<file path="src/rtl/window_fetch.sv">
// Request sequencer for memory_access: fetches ROWS strided 48-bit rows and offers them as one window.
// Optional WAIT-state timeout is compiled in with `define WINDOW_TIMEOUT_EN.
module window_fetch #(
    parameter int ROWS           = 3,
    parameter int TIMEOUT_CYCLES = 255
) (
    input  logic                 CLK,
    input  logic                 RESET,
    input  logic                 START,
    input  logic                 SRC_SEL,
    input  logic [1:0]           MODE,
    input  logic [31:0]          BASE_INDEX,
    input  logic [31:0]          ROW_STRIDE,
    output logic                 MEM_ENABLE,
    output logic [2:0]           MEM_CTRL,
    output logic [47:0]          MEM_ADDRESS,
    input  logic [47:0]          MEM_READ,
    input  logic                 MEM_HANDSHAKE,
    output logic [48*ROWS-1:0]   WINDOW,
    output logic                 WINDOW_VALID,
    input  logic                 WINDOW_READY,
    output logic                 BUSY,
    output logic                 ERROR
);

    localparam int ROW_W = 3;
    localparam int CNT_W = 16;

    if (ROWS < 2 || ROWS > 8) begin : g_rows_range
        $error("window_fetch: ROWS must be within 2..8");
    end
    if (TIMEOUT_CYCLES < 1 || TIMEOUT_CYCLES > 65535) begin : g_timeout_range
        $error("window_fetch: TIMEOUT_CYCLES must be within 1..65535");
    end

    typedef enum logic [2:0] {
        S_IDLE,
        S_REQ,
        S_WAIT,
        S_GAP,
        S_DONE
`ifdef WINDOW_TIMEOUT_EN
        , S_ERR
`endif
    } state_t;

    state_t             state_reg;
    logic [ROW_W-1:0]   row_reg;
    logic [31:0]        addr_acc_reg;
    logic [31:0]        stride_reg;
    logic [2:0]         ctrl_reg;
    logic               mem_enable_reg;
    logic [2:0]         mem_ctrl_reg;
    logic [31:0]        mem_address_reg;
    logic               window_valid_reg;
    logic               busy_reg;
    logic               capture;

    assign capture      = (state_reg == S_WAIT) && MEM_HANDSHAKE;

    assign MEM_ENABLE   = mem_enable_reg;
    assign MEM_CTRL     = mem_ctrl_reg;
    assign MEM_ADDRESS  = {16'h0000, mem_address_reg};
    assign WINDOW_VALID = window_valid_reg;
    assign BUSY         = busy_reg;

    // One 48-bit slice register per row; untouched slices keep their old contents.
    genvar gi;
    generate
        for (gi = 0; gi < ROWS; gi++) begin : g_slice
            logic [47:0] slice_reg;
            always_ff @(posedge CLK) begin
                if (RESET) begin
                    slice_reg <= '0;
                end else if (capture && (row_reg == ROW_W'(gi))) begin
                    slice_reg <= MEM_READ;
                end
            end
            assign WINDOW[48*gi +: 48] = slice_reg;
        end
    endgenerate

`ifdef WINDOW_TIMEOUT_EN
    logic [CNT_W-1:0] wait_cnt_reg;
    logic             error_reg;
    assign ERROR = error_reg;
`else
    assign ERROR = 1'b0;
`endif

    always_ff @(posedge CLK) begin
        if (RESET) begin
            state_reg        <= S_IDLE;
            row_reg          <= '0;
            addr_acc_reg     <= '0;
            stride_reg       <= '0;
            ctrl_reg         <= '0;
            mem_enable_reg   <= 1'b0;
            mem_ctrl_reg     <= '0;
            mem_address_reg  <= '0;
            window_valid_reg <= 1'b0;
            busy_reg         <= 1'b0;
`ifdef WINDOW_TIMEOUT_EN
            wait_cnt_reg     <= '0;
            error_reg        <= 1'b0;
`endif
        end else begin
            case (state_reg)
                S_IDLE: begin
                    if (START) begin
                        ctrl_reg     <= {MODE, SRC_SEL};
                        addr_acc_reg <= BASE_INDEX;
                        stride_reg   <= ROW_STRIDE;
                        row_reg      <= '0;
                        busy_reg     <= 1'b1;
`ifdef WINDOW_TIMEOUT_EN
                        error_reg    <= 1'b0;
`endif
                        state_reg    <= S_REQ;
                    end
                end
                S_REQ: begin
                    mem_enable_reg  <= 1'b1;
                    mem_ctrl_reg    <= ctrl_reg;
                    mem_address_reg <= addr_acc_reg;
`ifdef WINDOW_TIMEOUT_EN
                    wait_cnt_reg    <= '0;
`endif
                    state_reg       <= S_WAIT;
                end
                S_WAIT: begin
                    // A handshake on the timeout edge still wins.
                    if (MEM_HANDSHAKE) begin
                        mem_enable_reg <= 1'b0;
                        state_reg      <= S_GAP;
                    end
`ifdef WINDOW_TIMEOUT_EN
                    else if (wait_cnt_reg == CNT_W'(TIMEOUT_CYCLES - 1)) begin
                        mem_enable_reg   <= 1'b0;
                        error_reg        <= 1'b1;
                        window_valid_reg <= 1'b0;
                        state_reg        <= S_ERR;
                    end else begin
                        wait_cnt_reg <= wait_cnt_reg + 1'b1;
                    end
`endif
                end
                S_GAP: begin
                    if (row_reg == ROW_W'(ROWS - 1)) begin
                        window_valid_reg <= 1'b1;
                        state_reg        <= S_DONE;
                    end else begin
                        row_reg      <= row_reg + 1'b1;
                        addr_acc_reg <= addr_acc_reg + stride_reg;
                        state_reg    <= S_REQ;
                    end
                end
                S_DONE: begin
                    if (WINDOW_READY) begin
                        window_valid_reg <= 1'b0;
                        busy_reg         <= 1'b0;
                        state_reg        <= S_IDLE;
                    end
                end
`ifdef WINDOW_TIMEOUT_EN
                S_ERR: begin
                    busy_reg  <= 1'b0;
                    state_reg <= S_IDLE;
                end
`endif
                default: begin
                    state_reg <= S_IDLE;
                end
            endcase
        end
    end

endmodule

</file>
<file path="config.mk">
export PLATFORM = sky130hd
export DESIGN_NAME = window_fetch
export DESIGN_NICKNAME = d
export VERILOG_FILES = /design/src/rtl/window_fetch.sv
export SDC_FILE = /design/constraint.sdc
export NUM_CORES = 1
export LEC_CHECK = 0
export BUFFER_PORTS_ARGS = -buffer_cell sky130_fd_sc_hd__buf_4
export CAP_MARGIN = 20
export CELL_PAD_IN_SITES_DETAIL_PLACEMENT = 1
export CELL_PAD_IN_SITES_GLOBAL_PLACEMENT = 2
export CORE_ASPECT_RATIO = 1.2
export CORE_UTILIZATION = 32
export CTS_BUF_LIST = sky130_fd_sc_hd__clkbuf_2 sky130_fd_sc_hd__clkbuf_4 sky130_fd_sc_hd__clkbuf_8
export DETAILED_ROUTE_END_ITERATION = 16
export PLACE_DENSITY_LB_ADDON = 0.1
export SYNTH_ARGS = -nofsm -noshare
export SYNTH_HDL_FRONTEND = slang
export SYNTH_SLANG_ARGS = --single-unit
</file>
<file path="constraint.sdc">
create_clock -name CLK -period 4.2 [get_ports CLK]
set_input_delay 0.84 -clock CLK [delete_from_list [all_inputs] [get_ports CLK]]
set_output_delay 0.84 -clock CLK [all_outputs]
set_load 0.01 [all_outputs]
</file>
==> results of run 1 <==
## placed cells by master (no fill, tap or decap), types with 9 or more instances in the layout
master | synthesis | layout
sky130_fd_sc_hd__a311oi_1 | 10 | 10
sky130_fd_sc_hd__and3_1 | 9 | 9
sky130_fd_sc_hd__a31oi_1 | 11 | 11
sky130_fd_sc_hd__a21oi_1 | 259 | 259
sky130_fd_sc_hd__nand3_1 | 17 | 17
sky130_fd_sc_hd__dfxtp_1 | 255 | 255
sky130_fd_sc_hd__nor3_1 | 19 | 19
sky130_fd_sc_hd__o21ai_0 | 29 | 29
sky130_fd_sc_hd__nand2_1 | 482 | 479
sky130_fd_sc_hd__ha_1 | 35 | 35
sky130_fd_sc_hd__xor2_1 | 10 | 10
sky130_fd_sc_hd__nor2_1 | 46 | 46
sky130_fd_sc_hd__clkbuf_8 | 0 | 53
sky130_fd_sc_hd__buf_4 | 18 | 317
sky130_fd_sc_hd__a21o_1 | 15 | 15
sky130_fd_sc_hd__conb_1 | 1 | 17
sky130_fd_sc_hd__xnor2_1 | 17 | 17
sky130_fd_sc_hd__clkbuf_4 | 0 | 11
## worst paths after layout
path                                start  depth (start not counted)                      end
setup / recovery          addr_acc_reg[0]                         13         addr_acc_reg[26]
hold / removal    g_slice[1].slice_reg[0]                          2  g_slice[1].slice_reg[0]
setup reg to reg          addr_acc_reg[0]                         13         addr_acc_reg[26]
hold reg to reg   g_slice[1].slice_reg[0]                          2  g_slice[1].slice_reg[0]
## kinds of logic (layout without fill, tap and decap cells)
logic type,Yosys count,count (layout)
other,1,17
adder cells (fa/ha/maj),36,36
AND/OR/NAND/NOR,602,602
buffers and inverters,123,390
flip-flops,255,255
XOR/XNOR,27,27
AO/OA/AOI/OAI,363,363
## metrics by stage
step | cells | power [mW] | cell area (µm²)
after floorplan | 1423 | 3.449 | 10860
after global placement | 2075 | 3.892 | 13340
final | 2140 | 6.039 | 14150
after CTS | 2140 | 6.150 | 14150
after detailed placement | 2075 | 3.914 | 13340
after global routing | 2140 | 6.375 | 14150
## routing by layer
| layer | part of all wire, % | GRT usage (%) |
|---|---|---|
| met1 | 44 | 27.21 |
| met2 | 49 | 37.44 |
| met3 | 4.9 | 3.474 |
| met4 | 2.1 | 6.532 |
| met5 | 0.034 | 0 |
## power breakdown
group | switching, mW | internal, mW
registers | 0.113 | 2.57
clock network | 0.991 | 1.20
logic | 0.722 | 0.439
## layout make-up
| type | count | area (µm²) | share of cell area, % |
|---|---|---|---|
| multi-input combinational | 1045 | 5233 | 36.98 |
| sequential | 255 | 5105 | 36.08 |
| timing repair buffer | 319 | 2414 | 17.06 |
| clock buffer | 63 | 798.3 | 5.642 |
| tap | 450 | 563.0 | 3.979 |
| inverter | 6 | 22.52 | 0.1592 |
| clock inverter | 2 | 13.76 | 0.09728 |
## worst register-to-register path, stage by stage, from the launching register on
cell	delay [ns]
sky130_fd_sc_hd__dfxtp_1	0.33
sky130_fd_sc_hd__ha_1	0.24
sky130_fd_sc_hd__fa_1	0.43
sky130_fd_sc_hd__a21o_1	0.21
sky130_fd_sc_hd__a31oi_1	0.23
sky130_fd_sc_hd__o211ai_1	0.11
sky130_fd_sc_hd__buf_4	0.17
sky130_fd_sc_hd__and3_1	0.14
sky130_fd_sc_hd__o31ai_1	0.48
sky130_fd_sc_hd__o21ai_0	0.21
sky130_fd_sc_hd__nor2_1	0.19
sky130_fd_sc_hd__xor2_1	0.08
sky130_fd_sc_hd__or3_1	0.30
sky130_fd_sc_hd__o21ai_0	0.07
==> flow_summary.toml, run 1 <==
[clock_tree]
post-cts-setup-buffers = 0
number_of_clock_sinks = 255
clk_transition_reported_paths_ns = 0.06
cts_tree = "built"
clockRootBuffer = "sky130_fd_sc_hd__clkbuf_8"
cts-buffers-inserted = 44
cts_max_level = 2
ctsHoldBuffers = 0
cts_max_path_buffers = 3
clock_latency_ns = 0.57
cts.repair.resized = 0

[cells_and_area]
final.fill_count = 4081
drive_above_1_share_pct = 23.49
final_net_count = 1827
antenna-diode-count = 0
largest_register_ff_count = 144
flow.area_growth_from_synthesis_pct = 31.06
utilization_pct = 42.67

[timing]
timing_worst_slew_pin_value_ns = 1.115
finalHoldViolations = 0
timing.clock.skew_ns = 0.01649
timing_max_transition_violations_final = 0
worst_slew_margin_rel_pct = 25.39
setup_repair_after_global_routing_missed_its_margin = "no"
timing.hold.ws_ns = 0.4507
total_negative_slack_for_setup_checks_ns = 0
fin_crit_ns = 3.249
final.period_utilization_pct = 77.36
finalSetupViolCount = 0
final_critical_path_setup_slack_ns = 0.9507
fmax_ghz = 0.3078

[floorplanning]
boundaryPins = 319
die_x_um = 169.7
coreArea_mm2 = 0.03316
placementRows = 73
die_area_mm2 = 0.03448
fp.dieH_um = 203.2
initial_utilization_pct = 32.56

[setup_path]
crit_path_class = "flip-flop to flip-flop"
worst-path-max-fanout = 5
timing.critical_path.required_ns = 4.68
critical_path.slowest_cell = "sky130_fd_sc_hd__o31ai_1"
setup.reg_to_reg.worst_slack_ns = 0.95
timing.critical_path.slowest_cell_delay_ns = 0.48
path_cells = "ha_1 > fa_1 > a21o_1 > a31oi_1 > o211ai_1 > buf_4 > and3_1 > o31ai_1 > o21ai_0 > nor2_1 > xor2_1 > or3_1 > o21ai_0"
critPathLaunchType = "flip-flop"
critical_path.most_common_cell = "sky130_fd_sc_hd__o21ai_0"
worst-endpoint-arrival_ns = 3.73
critPathTopFamily = "compound AO/OA/AOI/OAI gates"
critical_path_buf_inv_count = 1
end_kind = "flip-flop"

[grt]
grt_first_pass_wirelength_mm = 58.38
groute.usage.overall_pct = 21.57
grt.overflow.total = 0
initial_antenna_violation_count = 1
grt_start_max_net_pins = 150
via_count_of_the_first_global_routing_pass = 10350

[drt]
wire_per_inst_um = 17.68
drc = 0
dr.pass1.iters = 6
detailedRoute.firstIterationViolations = 482
dr_total_vias = 10460
vias_per_cell = 4.889
drt.antenna.violating_nets = 0
drt-total-wl_mm = 37.83

[yosys]
synth_xor_area_share_pct = 2.191
synth_edf_count = 0
synth_compound_gate_area_share_pct = 19.07
yosysTopAreaCell = "sky130_fd_sc_hd__dfxtp_1"
synth_flop_cell = "sky130_fd_sc_hd__dfxtp_1"
synth-warning-count = 0
yosysSeqAreaShare_pct = 47.29
yosys-top-cells-count = "sky130_fd_sc_hd__nand2_1, sky130_fd_sc_hd__a21oi_1, sky130_fd_sc_hd__dfxtp_1, sky130_fd_sc_hd__clkbuf_1, sky130_fd_sc_hd__nor2_1"
yosys_register_bits = 255
synth_adder_area_share_pct = 4.242
synthCells = 1407
muxShareOfSynthArea_pct = 0
synth_top_area_share_pct = 47.29
main_combinational_cell_family_by_area_after_synthesis = "simple AND/OR/NAND/NOR gates"
synth_async_sr_flop_share_pct = 0
synth_cell_type_count = 49
mappedNetlistArea_mm2 = 0.01080
synth.most_common_cell = "sky130_fd_sc_hd__nand2_1"
synth_area_leaders = "sky130_fd_sc_hd__dfxtp_1, sky130_fd_sc_hd__nand2_1, sky130_fd_sc_hd__a21oi_1"
syn_avg_cell_area_um2 = 7.673
synth_simple_gate_area_share_pct = 22.26

[min_path]
min-delay-path-class = "flip-flop to flip-flop"

[place]
gpl.final_weighted_congestion = 0.8118
port-buffer-count = 301
dp_slack_ns = 0.9845
post-dp-hpwl_mm = 25.74

[power_and_ir_drop]
p_leak_nw = 5.849
power.density_cell_area_mw_per_mm2 = 426.8
worst_ir_drop_vdd_uv = 195.0

[run_status]
result_of_the_run = "complete, no violations"

[run]
maxCapViolCount = 0
(Power assumes the default switching activity.)
==> run 2: changes to the inputs <==
CORE_UTILIZATION = 30   (was 32)
clock period = 3.1 ns   (was 4.2 ns; I/O delays follow)
==> run 2 against run 1 <==
Compared with the run above:
- fmax up 9.9%
- cell count up 1.4%
- flip-flop and latch count stayed put
- first-iteration DRC count down 3.1%
- highest routed layer is now met4
- register-to-register slack got worse by 0.81 ns
- non-clock buffer count is 8 higher
- via count increased by 0.64%
- wire length up 2.9%
==> flow_summary.toml, run 2 (synthesis results as in run 1) <==
[cells_and_area]
antenna-diode-count = 0
final_common_cell = "sky130_fd_sc_hd__nand2_1"
flow.area_growth_from_synthesis_pct = 34.19
final_cell_mix = "sky130_fd_sc_hd__nand2_1, sky130_fd_sc_hd__buf_4, sky130_fd_sc_hd__a21oi_1"
largest_register_ff_count = 144
final_net_count = 1837
drive_above_1_share_pct = 24.78

[min_path]
holdPathStages = 3
worstHoldStart = "MODE[1]"
min_delay_worst_endpoint = "ctrl_reg[2]"
min-delay-path-class = "primary input to flip-flop"

[setup_path]
critPathLaunchType = "flip-flop"
timing.critical_path.required_ns = 3.58
reg2reg_from = "addr_acc_reg[3]"
worst-endpoint-arrival_ns = 3.44
critical_path.slowest_cell = "sky130_fd_sc_hd__or4_1"
critical_path_buf_inv_count = 0
path_cells = "ha_4 > nand3_1 > o211ai_2 > a22oi_2 > o31ai_4 > a31oi_4 > o21a_1 > o41ai_2 > xnor2_1 > or4_1 > a31oi_1"
worst-path-max-fanout = 6
setup.reg_to_reg.worst_slack_ns = 0.14
critPathTopFamily = "compound AO/OA/AOI/OAI gates"
timing.critical_path.slowest_cell_delay_ns = 0.40
reg2reg_to = "addr_acc_reg[31]"
end_kind = "flip-flop"
crit_path_class = "flip-flop to flip-flop"
r2r.worst_path.cells = 11

[place]
dp_slack_ns = 0.02465
post-dp-hpwl_mm = 27.12
port-buffer-count = 301
gpl.final_weighted_congestion = 0.8229

[floorplanning]
fp.dieH_um = 209.8
placementRows = 75
coreArea_mm2 = 0.03519
die_area_mm2 = 0.03675
initial_utilization_pct = 30.68
boundaryPins = 319
die_x_um = 175.2

[grt]
via_count_of_the_first_global_routing_pass = 10680
groute.usage.overall_pct = 20.80
grt.overflow.total = 0
grt_start_max_net_pins = 94
initial_antenna_violation_count = 0
grt_first_pass_wirelength_mm = 60.31

[timing]
timing_max_transition_violations_final = 0
timing_worst_slew_pin_value_ns = 0.6932
final.period_utilization_pct = 95.36
total_negative_slack_for_setup_checks_ns = 0
worst_slew_margin_rel_pct = 53.43
finalSetupViolCount = 0
setup_repair_after_global_routing_missed_its_margin = "no"
timing.clock.skew_ns = 0.02213
fmax_ghz = 0.3383
final_critical_path_setup_slack_ns = 0.1438
fin_crit_ns = 2.956
finalHoldViolations = 0

[power_and_ir_drop]
power.density_cell_area_mw_per_mm2 = 592.1
p_leak_nw = 5.958
worst_ir_drop_vdd_uv = 254.5

[clock_tree]
cts_max_path_buffers = 3
ctsHoldBuffers = 0
clk_transition_reported_paths_ns = 0.06
cts_max_level = 2
number_of_clock_sinks = 255
clockRootBuffer = "sky130_fd_sc_hd__clkbuf_8"
clock_latency_ns = 0.58
cts-buffers-inserted = 46
cts_tree = "built"

[drt]
drt-total-wl_mm = 38.94
drt.antenna.violating_nets = 0
wire_per_inst_um = 17.95
drc = 0
detailedRoute.firstIterationViolations = 467
dr_total_vias = 10530
dr.pass1.iters = 4
vias_per_cell = 4.855

[run_status]
result_of_the_run = "complete, no violations"

[run]
maxCapViolCount = 0
[run 2: changes by cell type in the layout (fill, tap and decap cells not counted), sizes merged]
cell / previous run / this run
clkinvlp: 0 / 1
clkbuf: 64 / 72
bufinv: 0 / 1
buf: 318 / 326
inv: 7 / 6
[run 2: worst max path at each step]
stage | from | end | cells after the start
after detailed placement | addr_acc_reg[4] | addr_acc_reg[31] | 11
after global placement | addr_acc_reg[4] | addr_acc_reg[31] | 11
final | addr_acc_reg[3] | addr_acc_reg[31] | 11
after global routing | addr_acc_reg[4] | addr_acc_reg[31] | 11
after floorplan | addr_acc_reg[0] | addr_acc_reg[26] | 12
after CTS | addr_acc_reg[3] | addr_acc_reg[31] | 11
[run 2: per-stage QoR]
stage,utilization [%],power [mW],instances,hold slack [ns],cell area [µm²]
after CTS,40.89,8.679,2168,0.2568,14390
after detailed placement,38.23,5.349,2094,0.4471,13450
after global placement,38.23,5.328,2094,0.4379,13450
after global routing,41.17,9.041,2169,0.2656,14490
after floorplan,-,4.672,1423,0.4321,10860
final,41.17,8.578,2169,0.2923,14490
[run 2: report_power, final]
| part | switching, mW | internal, mW | leakage, nW |
|---|---|---|---|
| combinational | 1.01 | 0.643 | 3.40 |
| sequential | 0.161 | 3.49 | 2.07 |
| clock | 1.39 | 1.88 | 0.492 |
| total | 2.56 | 6.01 | 5.96 |
[run 2: repair_timing]
item	4_1_cts	5_1_grt
buffers inserted	0	1
hold endpoints to repair	0	0
cloned	0	0
pin swaps	0	6
setup endpoints to repair	1	4
gates resized for setup	1	12
[run 2: layer usage]
layer	global-route usage (%)	routed length, µm	up-vias
li1	-	-	5213
met1	25.88	17110	5008
met2	36.78	19120	255
met3	3.297	1889	54
met4	5.937	821	0
met5	0	0	-
[run 2: final cells by class]
| type | count | area (µm²) |
|---|---|---|
| clock buffer | 71 | 889.6 |
| timing repair buffer | 327 | 2524 |
| clock inverter | 3 | 42.54 |
| multi-input combinational | 1045 | 5325 |
| fill | 4336 | 20700 |
| inverter | 6 | 22.52 |
| tap | 462 | 578.1 |
| sequential | 255 | 5105 |
[run 2: worst register-to-register path, delay by kind of cell, from the launching register on]
kind	cells	cell delay, ns
xor+xnor	1	0.12
compound gates	7	1.59
fa+ha+maj	1	0.32
flops	1	0.35
simple gates	2	0.50
==> run 3: changes to the inputs <==
REMOVE_ABC_BUFFERS = 1   (was unset)
==> run 3 against run 2 <==
Compared with the run above:
- die area is the same
- cell area grew 0.73%
- clock-buffer cell count grew 2
- worst setup slack gained 0.0096 ns
- highest routed layer unchanged
==> flow_summary.toml, run 3 (synthesis results as in run 1) <==
[run_status]
result_of_the_run = "complete, no violations"

[cells_and_area]
final_net_count = 1841
final_cell_mix = "sky130_fd_sc_hd__nand2_1, sky130_fd_sc_hd__buf_4, sky130_fd_sc_hd__a21oi_1"
flow.area_growth_from_synthesis_pct = 35.16
utilization_pct = 41.46
final_common_cell = "sky130_fd_sc_hd__nand2_1"
drive_above_1_share_pct = 25.42
largest_register_ff_count = 144
final.fill_count = 4272

[clock_tree]
clock_latency_ns = 0.57
clk_transition_reported_paths_ns = 0.06
number_of_clock_sinks = 255
cts_max_path_buffers = 3
cts_max_level = 2
clockRootBuffer = "sky130_fd_sc_hd__clkbuf_8"
cts-buffers-inserted = 45
cts_tree = "built"

[floorplanning]
placementRows = 75
boundaryPins = 319
die_area_mm2 = 0.03675
die_x_um = 175.2
initial_utilization_pct = 30.68
fp.dieH_um = 209.8
coreArea_mm2 = 0.03519

[drt]
dr.pass1.iters = 5
drt.antenna.violating_nets = 0
drc = 0
vias_per_cell = 4.855
drt-total-wl_mm = 39.38
wire_per_inst_um = 18.08
dr_total_vias = 10570
detailedRoute.firstIterationViolations = 346

[timing]
timing_worst_slew_pin_value_ns = 0.6689
total_negative_slack_for_setup_checks_ns = 0
worst_slew_margin_rel_pct = 55.41
finalSetupViolCount = 0
timing.clock.skew_ns = 0.02855
fmax_ghz = 0.3394
final.period_utilization_pct = 95.05
setup_repair_after_global_routing_missed_its_margin = "yes"
fin_crit_ns = 2.947
finalHoldViolations = 0
timing_max_transition_violations_final = 0

[power_and_ir_drop]
p_leak_nw = 6.003
power.density_cell_area_mw_per_mm2 = 599.9
worst_ir_drop_vdd_uv = 276.3

[place]
post-dp-hpwl_mm = 26.99
gpl.final_weighted_congestion = 0.8284
port-buffer-count = 301

[setup_path]
crit_path_class = "flip-flop to flip-flop"
timing.critical_path.required_ns = 3.57
worst-path-max-fanout = 4
end_kind = "flip-flop"
worst-endpoint-arrival_ns = 3.42
critPathLaunchType = "flip-flop"

[grt]
via_count_of_the_first_global_routing_pass = 10710
grt_start_max_net_pins = 90
grt_first_pass_wirelength_mm = 60.53
groute.usage.overall_pct = 21.02
initial_antenna_violation_count = 2
grt.overflow.total = 0

[run]
maxCapViolCount = 0

[min_path]
min-delay-path-class = "primary input to flip-flop"
## run 3: metrics by stage
stage               total power [mW]  instance area (µm²)  hold slack [ns]  std cells  setup WS (ns)
detailed placement             5.375                13490           0.4471       2098        0.05757
global route                   9.217                14590           0.2706       2177       -0.03111
floorplan                      4.567                10350           0.4260       1306         0.2984
finish                         8.753                14590           0.2927       2178         0.1534
global placement               5.346                13490           0.4391       2098         0.1779
CTS                            8.855                14470           0.2444       2175        0.05729
## run 3: what timing repair did
item                       in CTS  in global routing
resized for setup               0                 16
buffers inserted                0                  2
setup endpoints to repair       0                  4
hold buffers                    0                  0
## run 3: final cells by class
cell class | instances | area, µm² | share of cell area (%)
multi-input combinational | 1045 | 5341 | 36.61
sequential | 255 | 5105 | 34.99
timing repair buffer | 332 | 2561 | 17.55
clock buffer | 73 | 910.9 | 6.242
tap | 462 | 578.1 | 3.962
clock inverter | 4 | 70.07 | 0.4802
inverter | 6 | 22.52 | 0.1543
antenna | 1 | 2.502 | 0.01715
## run 3: final timing paths
path / start / endpoint / slack [ns] / cells after the start
min reg2reg: g_slice[0].slice_reg[21] / g_slice[0].slice_reg[21] / 0.45 / 2
max: addr_acc_reg[0] / addr_acc_reg[24] / 0.15 / 12
min: ROW_STRIDE[14] / stride_reg[14] / 0.29 / 3
max reg2reg: addr_acc_reg[0] / addr_acc_reg[24] / 0.15 / 12
## run 3: critical path, cell delays in order, from the launching register on
cell and delay [ns]:
sky130_fd_sc_hd__dfxtp_1 0.32, sky130_fd_sc_hd__ha_1 0.22, sky130_fd_sc_hd__fa_1 0.41, sky130_fd_sc_hd__a21o_1 0.22, sky130_fd_sc_hd__a31oi_2 0.23, sky130_fd_sc_hd__o211ai_1 0.17
sky130_fd_sc_hd__buf_4 0.18, sky130_fd_sc_hd__nand3_1 0.13, sky130_fd_sc_hd__a21bo_2 0.19, sky130_fd_sc_hd__a31oi_2 0.10, sky130_fd_sc_hd__a21oi_1 0.19, sky130_fd_sc_hd__xor2_1 0.11
sky130_fd_sc_hd__a2111oi_2 0.37
## run 3: where the power goes
part | leakage, nW | internal (mW) | switching, mW
logic | 3.41 | 0.655 | 1.02
registers | 2.07 | 3.49 | 0.161
clock network | 0.522 | 2.01 | 1.42
## run 3: per-layer routing
metal | track usage (%) | vias up | routed length (µm)
li1 | - | 5230 | -
met1 | 25.21 | 5015 | 16820
met2 | 37.48 | 271 | 19390
met3 | 4.076 | 58 | 2205
met4 | 6.597 | 0 | 961
met5 | 0 | - | 0
